### src/rtl/types_pkg.sv
// Shared types for the triangle rasterisation pipeline: triangle and pixel
// coordinate payloads plus the state encodings of the sampler and its driver.
package types_pkg;

   localparam int COORD_X_W = 8;
   localparam int COORD_Y_W = 7;

   typedef struct packed {
      logic [COORD_X_W-1:0] x;
      logic [COORD_Y_W-1:0] y;
   } vertex_t;

   typedef struct packed {
      vertex_t v0;
      vertex_t v1;
      vertex_t v2;
   } triangle_t;

   typedef struct packed {
      logic [COORD_X_W-1:0] x;
      logic [COORD_Y_W-1:0] y;
   } pixel_coordinate_t;

   typedef enum logic [1:0] {
      SAMPLER_IDLE = 2'd0,
      SAMPLER_EVAL = 2'd1,
      SAMPLER_EMIT = 2'd2
   } sampler_state;

   typedef enum logic [1:0] {
      IDLE          = 2'd0,
      SEND_TRIANGLE = 2'd1,
      SCAN          = 2'd2,
      DRAIN         = 2'd3
   } pixel_coordinate_generator_state;

endpackage

### src/rtl/pixel_coordinate_generator.sv
// Forwards one triangle to the sampler, streams every viewport coordinate in
// row-major order, and pulses done once every sampler result has come back.
module pixel_coordinate_generator
   import types_pkg::*;
#(
   parameter int VIEWPORT_WIDTH  = 160,
   parameter int VIEWPORT_HEIGHT = 120
) (
   input  logic              clk,
   input  logic              rst,
   output logic              triangle_s_ready,
   input  logic              triangle_s_valid,
   input  triangle_t         triangle_s_data,
   input  logic              triangle_m_ready,
   output logic              triangle_m_valid,
   output triangle_t         triangle_m_data,
   input  logic              pixel_coordinate_m_ready,
   output logic              pixel_coordinate_m_valid,
   output pixel_coordinate_t pixel_coordinate_m_data,
   input  logic              result_fire,
   output logic              busy,
   output logic              done
);

   localparam int TOTAL_PIXELS = VIEWPORT_WIDTH * VIEWPORT_HEIGHT;
   localparam int COUNT_W      = $clog2(TOTAL_PIXELS + 1);
   localparam int X_W          = $clog2(VIEWPORT_WIDTH);
   localparam int Y_W          = $clog2(VIEWPORT_HEIGHT);

   localparam logic [X_W-1:0]     X_LAST    = X_W'(VIEWPORT_WIDTH - 1);
   localparam logic [Y_W-1:0]     Y_LAST    = Y_W'(VIEWPORT_HEIGHT - 1);
   localparam logic [COUNT_W-1:0] COUNT_END = COUNT_W'(TOTAL_PIXELS);

   pixel_coordinate_generator_state state_q, state_d;
   logic [X_W-1:0]     x_q, x_d;
   logic [Y_W-1:0]     y_q, y_d;
   logic [COUNT_W-1:0] returned_q, returned_d;
   triangle_t          triangle_q, triangle_d;
   logic               done_q, done_d;

   // State, raster position, result count, latched triangle and done pulse.
   always_ff @(posedge clk or posedge rst) begin
      if (rst) begin
         state_q    <= IDLE;
         x_q        <= '0;
         y_q        <= '0;
         returned_q <= '0;
         triangle_q <= '0;
         done_q     <= 1'b0;
      end else begin
         state_q    <= state_d;
         x_q        <= x_d;
         y_q        <= y_d;
         returned_q <= returned_d;
         triangle_q <= triangle_d;
         done_q     <= done_d;
      end
   end

   // Next-state, raster advance and saturating result counter.
   always_comb begin
      state_d    = state_q;
      x_d        = x_q;
      y_d        = y_q;
      triangle_d = triangle_q;
      done_d     = 1'b0;

      // Results arriving while idle belong to no triangle and are dropped.
      if ((state_q != IDLE) && result_fire && (returned_q != COUNT_END)) begin
         returned_d = returned_q + COUNT_W'(1);
      end else begin
         returned_d = returned_q;
      end

      case (state_q)
         IDLE: begin
            if (triangle_s_valid) begin
               triangle_d = triangle_s_data;
               x_d        = '0;
               y_d        = '0;
               returned_d = '0;
               state_d    = SEND_TRIANGLE;
            end else begin
               state_d    = IDLE;
            end
         end
         SEND_TRIANGLE: begin
            if (triangle_m_ready) begin
               state_d = SCAN;
            end else begin
               state_d = SEND_TRIANGLE;
            end
         end
         SCAN: begin
            if (pixel_coordinate_m_ready) begin
               if (x_q == X_LAST) begin
                  // Last pixel parks the counters instead of wrapping them.
                  if (y_q == Y_LAST) begin
                     state_d = DRAIN;
                  end else begin
                     x_d = '0;
                     y_d = y_q + Y_W'(1);
                  end
               end else begin
                  x_d = x_q + X_W'(1);
               end
            end else begin
               state_d = SCAN;
            end
         end
         DRAIN: begin
            if (returned_q == COUNT_END) begin
               state_d = IDLE;
               done_d  = 1'b1;
            end else begin
               state_d = DRAIN;
            end
         end
         default: begin
            state_d = IDLE;
         end
      endcase
   end

   // Handshake signals decode straight from the state register.
   always_comb begin
      triangle_s_ready         = 1'b0;
      triangle_m_valid         = 1'b0;
      pixel_coordinate_m_valid = 1'b0;
      busy                     = 1'b1;
      case (state_q)
         IDLE: begin
            triangle_s_ready = 1'b1;
            busy             = 1'b0;
         end
         SEND_TRIANGLE: begin
            triangle_m_valid = 1'b1;
         end
         SCAN: begin
            pixel_coordinate_m_valid = 1'b1;
         end
         DRAIN: begin
            busy = 1'b1;
         end
         default: begin
            busy = 1'b1;
         end
      endcase
   end

   assign triangle_m_data           = triangle_q;
   assign pixel_coordinate_m_data.x = COORD_X_W'(x_q);
   assign pixel_coordinate_m_data.y = COORD_Y_W'(y_q);
   assign done                      = done_q;

endmodule
### config.mk
export PLATFORM = sky130hd
export DESIGN_NAME = pixel_coordinate_generator
export DESIGN_NICKNAME = d
export VERILOG_FILES = /design/src/rtl/types_pkg.sv /design/src/rtl/pixel_coordinate_generator.sv
export SDC_FILE = /design/constraint.sdc
export NUM_CORES = 1
export LEC_CHECK = 0
export ABC_CLOCK_PERIOD_IN_PS = 2000
export CELL_PAD_IN_SITES_DETAIL_PLACEMENT = 0
export CELL_PAD_IN_SITES_GLOBAL_PLACEMENT = 2
export CORE_MARGIN = 2
export CORE_UTILIZATION = 33
export DETAILED_ROUTE_END_ITERATION = 10
export DONT_BUFFER_PORTS = 1
export PLACE_DENSITY_LB_ADDON = 0.3
export SETUP_SLACK_MARGIN = 0.5
export SLEW_MARGIN = 10
export SYNTH_ARGS = -nofsm -noshare
export SYNTH_HDL_FRONTEND = slang
export SYNTH_SLANG_ARGS = --single-unit
### constraint.sdc
create_clock -name clk -period 2 [get_ports clk]
set_clock_uncertainty 0.05 [all_clocks]
set_input_delay 0 -clock clk [delete_from_list [all_inputs] [get_ports clk]]
set_output_delay 0 -clock clk [all_outputs]
set_load 0.05 [all_outputs]
==> flow_metrics.env, run 1 <==
export IMPL_viasPerCell=4.96
export IMPL_cts_buffers_inserted=9
export IMPL_synth_edf_count=0
export IMPL_layout_min_cycle_time_ns=1.76
export IMPL_die_w_um=108
export IMPL_syn_avg_cell_area_um2=9.14
export IMPL_worst_path_largest_cell_delay_ns=0.44
export IMPL_yosys_warnings=0
export IMPL_first_global_vias=3344
export IMPL_grt_usage=0.187
export IMPL_root_buffer="clkbuf_8"
export IMPL_cp_slowest_cell="dfrtp_2"
export IMPL_dr_pass1_iters=4
export IMPL_cellLeakagePower_nw=2.60
export IMPL_slew_headroom=0.662
export IMPL_dp_hpwl_um=6140
export IMPL_drc=0
export IMPL_setup_violations=0
export IMPL_n_antenna_cell=0
export IMPL_dieArea_mm2=0.0118
export IMPL_fin_area_mm2=0.00572
export IMPL_gp_congestion=0.778
export IMPL_rsz0062_at_grt="yes"
export IMPL_power_mw=6.55
export IMPL_placedInstanceArea_mm2=0.00411
export IMPL_fin_hold_ws_ns=0.0902
export IMPL_antenna_found_initial=0
export IMPL_vias=3252
export IMPL_overflow=0
export IMPL_ys_async_sr_fraction=1.00
export IMPL_yosys_area_top_type="dfrtp_1"
export IMPL_postSynthCellCount=394
export IMPL_routedWlPerCell_um=16.1
export IMPL_seq_area_mm2=0.00197
export IMPL_fin_crit_sh=0.880
export IMPL_ys_seq_area_frac=0.542
export IMPL_required_ns=2.24
export IMPL_grt_max_degree=79
export IMPL_syn2layout_area_growth_pct=58.9
export IMPL_cp_end_kind="register"
export IMPL_slew_viol_final=0
export IMPL_fp_dieH_um=108
export IMPL_finalHoldViolations=0
export IMPL_rows=38
export IMPL_coreArea_mm2=0.0107
export IMPL_worst_slew_pin_slew_ns=0.507
export IMPL_nNetsFinal=567
export IMPL_portBuffers=0
export IMPL_clkTransAtPathRegs_ns=0.08
export IMPL_synth_seq_cells=78
export IMPL_cts_tree="built"
export IMPL_cts_max_path_buffers=2
export IMPL_start_kind="register"
export IMPL_clkSinkCount=78
export IMPL_pin_count=116
export IMPL_max_freq_ghz=0.568
export IMPL_multi_input_area_mm2=0.00198
export IMPL_num_fill_cells=970
export IMPL_grt_pass1_wl_um=17000
export IMPL_drive_gt1_frac=0.364
export IMPL_syn_nets=449
export IMPL_finalSetupTns_ns=0
export IMPL_clkLatencyLatePin_ns=0.35
export IMPL_cp_cell_sequence="or2_4 > inv_8 > and2_4 > buf_12 > buf_12 > buf_16 > nand2_1 > nand2_1"
export IMPL_place_ws_ns=0.177
export IMPL_drv_cap=0
export IMPL_drt_iter0_markers=144
export IMPL_max_vdd_ir_drop_uv=702
export IMPL_worst_slack_ns=0.241
export IMPL_status="complete, no violations"
export IMPL_synth_top_cell_area_share=0.542
export IMPL_synthTopCellsByArea="dfrtp_1 54%, nand2_1 16%, mux2i_1 3.1%"
export IMPL_synth_distinct_cells=52
export IMPL_wirelength_um=10600
export IMPL_critPathKind="register to register"
export IMPL_start_util=0.335
export IMPL_synth_area_mm2=0.00360
export IMPL_worstPathMaxFanout=6
export IMPL_hp_class="input port to register"
export IMPL_power_density_mw_per_mm2=1140
export IMPL_ant_nets=0
export IMPL_ys_flop_type="dfrtp_1"
export IMPL_htreeDepth=3
export IMPL_cp_data_arrival_time_ns=2.00
[metal layers]
layer	part of all wire	up-vias	global-route usage
met1	0.43	1592	0.232
met2	0.50	75	0.311
met4	0.017	0	0.0824
met5	0	-	0
li1	-	1571	-
met3	0.048	14	0.0422
[final timing paths]
| check | to | startpoint | depth (start not counted) | slack (ns) |
|---|---|---|---|---|
| max in group asynchronous | state_q[1]$_DFFE_PP0P_ | rst | 3 | 1.35 |
| min in group asynchronous | triangle_m_data[10]$_DFFE_PP0P_ | rst | 3 | 0.20 |
| setup reg to reg | triangle_m_data[16]$_DFFE_PP0P_ | state_q[1]$_DFFE_PP0P_ | 8 | 0.24 |
| hold reg to reg | returned_q[14]$_DFF_PP0_ | returned_q[14]$_DFF_PP0_ | 1 | 0.44 |
| setup / recovery | triangle_m_data[16]$_DFFE_PP0P_ | state_q[1]$_DFFE_PP0P_ | 8 | 0.24 |
| hold / removal | y_q[0]$_DFFE_PP0P_ | pixel_coordinate_m_ready | 4 | 0.09 |
[critical path, delay by kind of cell, from the launching register on]
| kind | cells | cell delay, ns |
|---|---|---|
| buffers and inverters | 4 | 0.51 |
| DFF | 1 | 0.44 |
| and+or+nand+nor | 4 | 0.68 |
[repair_timing]
action | 4_1_cts | 5_1_grt
cloned | 9 | 0
hold endpoints to repair | 139 | 0
setup endpoints to repair | 79 | 79
buffers inserted | 25 | 12
pin swaps | 43 | 10
hold buffers | 50 | 0
resized for setup | 84 | 20
[report_power, final]
part	leakage (nW)	total, mW	internal [mW]	switching, mW
logic	1.51	1.69	0.789	0.902
clock network	0.104	1.25	0.670	0.579
registers	0.985	3.61	2.01	1.60
total	2.60	6.55	3.47	3.08
[sequential cells by signal, summed over array words and instances, names as in the netlist]
| register | count |
|---|---|
| y_q | 7 |
| state_q | 2 |
| done | 1 |
| triangle_m_data | 45 |
| returned_q | 15 |
| x_q | 8 |
[through the flow]
| stage | std cells | util |
|---|---|---|
| 2_1_floorplan | 394 | - |
| 3_3_place_gp | 545 | 0.382 |
| 3_5_place_dp | 545 | 0.382 |
| 4_1_cts | 644 | 0.516 |
| 5_1_grt | 656 | 0.533 |
| 6_report | 656 | 0.533 |
[final cells by class]
class                      instances  area share
clock inverter                     3     0.00743
inverter                          10     0.00852
timing repair buffer             123       0.234
multi-input combinational        290       0.346
clock buffer                      12      0.0289
tap                              140      0.0306
sequential                        78       0.345
[cells in the final DEF (no fill, tap or decap), types with 8 or more instances in the layout]
cell type / synthesis / layout
buf_4: 0 / 48
buf_12: 0 / 9
dlygate4sd3_1: 0 / 50
mux2i_1: 11 / 11
nand2_1: 157 / 137
clkbuf_8: 0 / 12
nand2_2: 0 / 19
buf_6: 1 / 8
nand3_1: 14 / 11
dfrtp_1: 78 / 60
dfrtp_2: 0 / 18
[kinds of logic (layout without fill, tap and decap cells)]
family                     after synthesis  in the layout  synth area share
xor gates and xnor gates                 3              3           0.00730
AOI/OAI and AO/OA                       45             46            0.0879
buffers and inverters                   28            148            0.0347
muxes                                   12             12            0.0337
adders and majority gates                4              4            0.0139
DFF                                     78             78             0.542
and+or+nand+nor                        224            225             0.281
[synthesized netlist by cell type, types with 2 or more instances]
master / count
or4_1: 4
o21ai_1: 3
nor2b_1: 2
and2_1: 3
nand3b_1: 3
ha_1: 4
nor3_1: 5
xnor2_1: 3
a31oi_1: 3
nor4b_1: 2
clkbuf_1: 7
a2bb2oi_1: 2
nand3_1: 14
nand2_1: 157
a21oi_1: 8
buf_2: 10
o21ai_0: 5
nand4_1: 4
o31ai_1: 5
a211oi_1: 2
o211ai_1: 2
mux2i_1: 11
a21boi_0: 2
o2111ai_1: 2
and4b_1: 2
nor2_1: 9
dfrtp_1: 78
inv_1: 9
and3_1: 5
a41o_1: 3
nand2b_1: 4
(Power assumes the default switching activity.)
==> run 2, diff against run 1 <==
--- a/config.mk
+++ b/config.mk
@@ -5,11 +5,12 @@
 export SDC_FILE = /design/constraint.sdc
 export NUM_CORES = 1
 export LEC_CHECK = 0
-export ABC_CLOCK_PERIOD_IN_PS = 2000
+export ABC_CLOCK_PERIOD_IN_PS = 1800
 export CELL_PAD_IN_SITES_DETAIL_PLACEMENT = 0
 export CELL_PAD_IN_SITES_GLOBAL_PLACEMENT = 2
 export CORE_MARGIN = 2
-export CORE_UTILIZATION = 33
+export CORE_UTILIZATION = 37
+export CTS_CLUSTER_DIAMETER = 30
 export DETAILED_ROUTE_END_ITERATION = 10
 export DONT_BUFFER_PORTS = 1
 export PLACE_DENSITY_LB_ADDON = 0.3
==> constraint.sdc (replaced) <==
create_clock -name clk -period 1.8 [get_ports clk]
set_clock_uncertainty 0.05 [all_clocks]
set_input_delay 0 -clock clk [delete_from_list [all_inputs] [get_ports clk]]
set_output_delay 0 -clock clk [all_outputs]
set_load 0.05 [all_outputs]
==> run 2 against run 1 <==
Effect of this change: non-clock buffer count up 7; sequential power up 9.1%; largest cell class unchanged; flip-flop and latch count unchanged; count of clock-buffer cells in the layout down 1; critical endpoint is now x_q[3]$_DFFE_PP0P_; maximum frequency up 2.8%; setup slack worse by 0.15 ns; global-route usage up 1.1 points; final area up 4.0%.
==> flow_metrics.env, run 2 (same netlist as run 1, synthesis figures left out) <==
export IMPL_status="complete, no violations"
export IMPL_worst_slew_pin_slew_ns=0.694
export IMPL_setup_violations=0
export IMPL_finalHoldViolations=0
export IMPL_root_buffer="clkbuf_8"
export IMPL_crit_family="simple AND/OR/NAND/NOR gates"
export IMPL_final_util=0.621
export IMPL_cp_slowest_cell="dfrtp_2"
export IMPL_fp_dieH_um=103
export IMPL_num_fill_cells=791
export IMPL_required_ns=2.03
export IMPL_vias=3291
export IMPL_drt_iter0_markers=72
export IMPL_clkTransAtPathRegs_ns=0.08
export IMPL_drive_gt1_frac=0.454
export IMPL_rows=36
export IMPL_clkSinkCount=78
export IMPL_power_mw=7.18
export IMPL_drc=0
export IMPL_die_w_um=103
export IMPL_worst_path_largest_cell_delay_ns=0.43
export IMPL_cellLeakagePower_nw=2.85
export IMPL_portBuffers=0
export IMPL_slew_viol_final=0
export IMPL_rrSetupSlack_ns=0.09
export IMPL_routedWlPerCell_um=15.8
export IMPL_pin_count=116
export IMPL_first_global_vias=3204
export IMPL_hp_class="input port to register"
export IMPL_wirelength_um=10400
export IMPL_place_ws_ns=0.0125
export IMPL_grt_usage=0.198
export IMPL_power_density_mw_per_mm2=1210
export IMPL_nNetsFinal=573
export IMPL_fin_crit_sh=0.950
export IMPL_syn2layout_area_growth_pct=65.3
export IMPL_max_vdd_ir_drop_uv=769
export IMPL_cts_buffers_inserted=9
export IMPL_final_common_cell="nand2_1"
export IMPL_most_common_layout_cells="91 x nand2_1, 63 x dfrtp_1, 49 x dlygate4sd3_1"
export IMPL_cts_max_path_buffers=2
export IMPL_largest_reg_flops=45
export IMPL_rsz0062_at_grt="yes"
export IMPL_placedInstanceArea_mm2=0.00418
export IMPL_fin_area_mm2=0.00595
export IMPL_slew_headroom=0.536
export IMPL_antenna_found_initial=0
export IMPL_ant_nets=0
export IMPL_worst_slack_ns=0.0893
export IMPL_start_util=0.375
export IMPL_clkLatencyLatePin_ns=0.35
export IMPL_layout_min_cycle_time_ns=1.71
export IMPL_drv_cap=0
export IMPL_stdcell_count=655
export IMPL_grt_max_degree=31
export IMPL_worstPathMaxFanout=4
export IMPL_dp_hpwl_um=5850
export IMPL_critPathKind="register to register"
export IMPL_htreeDepth=3
export IMPL_max_freq_ghz=0.585
export IMPL_coreArea_mm2=0.00959
export IMPL_cp_cell_sequence="ha_4 > and3_4 > and4b_2 > or4_4 > a21oi_2"
export IMPL_placed_cells=547
export IMPL_dieArea_mm2=0.0105
export IMPL_overflow=0
export IMPL_n_antenna_cell=0
export IMPL_cp_num_buf_inv=0
export IMPL_viasPerCell=5.02
export IMPL_cp_data_arrival_time_ns=1.94
export IMPL_cts_tree="built"
export IMPL_start_kind="register"
export IMPL_cp_end_kind="register"
export IMPL_grt_pass1_wl_um=16000
export IMPL_dr_pass1_iters=4
export IMPL_gp_congestion=0.811
[run 2: worst paths after layout]
check	startpoint	end	depth (start not counted)
worst max-delay path	x_q[0]$_DFFE_PP0P_	x_q[3]$_DFFE_PP0P_	5
worst min-delay path	result_fire	returned_q[14]$_DFF_PP0_	4
worst max register to register	x_q[0]$_DFFE_PP0P_	x_q[3]$_DFFE_PP0P_	5
worst min register to register	returned_q[14]$_DFF_PP0_	returned_q[14]$_DFF_PP0_	1
max in group asynchronous	rst	state_q[0]$_DFFE_PP0P_	3
min in group asynchronous	rst	y_q[0]$_DFFE_PP0P_	2
[run 2: cell type report]
class / instances / area, um2 / share of cell area
well taps: 133 / 166 / 0.0279
clock buffers: 11 / 141 / 0.0237
flip-flops and latches: 78 / 1970 / 0.331
clock inverters: 4 / 47.5 / 0.00798
inverters: 10 / 48.8 / 0.00820
repair buffers: 130 / 1400 / 0.235
multi-input cells: 289 / 2180 / 0.366
[run 2: through the flow]
step / TNS (ns) / hold slack (ns)
2_1_floorplan: -0.197 / 0.0596
3_3_place_gp: 0 / -0.0512
3_5_place_dp: 0 / -0.0404
4_1_cts: 0 / 0.00171
5_1_grt: 0 / 0.0377
6_report: 0 / 0.0164
[run 2: tightest hold or removal path, stage by stage]
cell     delay, ns
nand4_1       0.11
nor4_4        0.08
nand3_1       0.10
mux2i_1       0.08
[run 2: timing repair]
item / CTS / global route
setup endpoints to repair: 82 / 82
pin swaps: 22 / 11
hold buffers: 49 / 0
setup buffers: 31 / 7
resized for setup: 88 / 84
gates cloned: 6 / 0
hold endpoints to repair: 131 / 0
[run 2: routing by layer]
metal,vias to the layer above,routed length [um],GRT usage
met5,-,0,0
met4,0,200,0.0872
met2,96,5070,0.311
met1,1596,4540,0.260
met3,16,558,0.0495
li1,1583,-,-
[run 2: report_power, final]
part,internal (mW),switching [mW],total (mW)
logic,0.860,1.06,1.92
registers,2.23,1.71,3.94
clock network,0.667,0.652,1.32
total,3.76,3.42,7.18
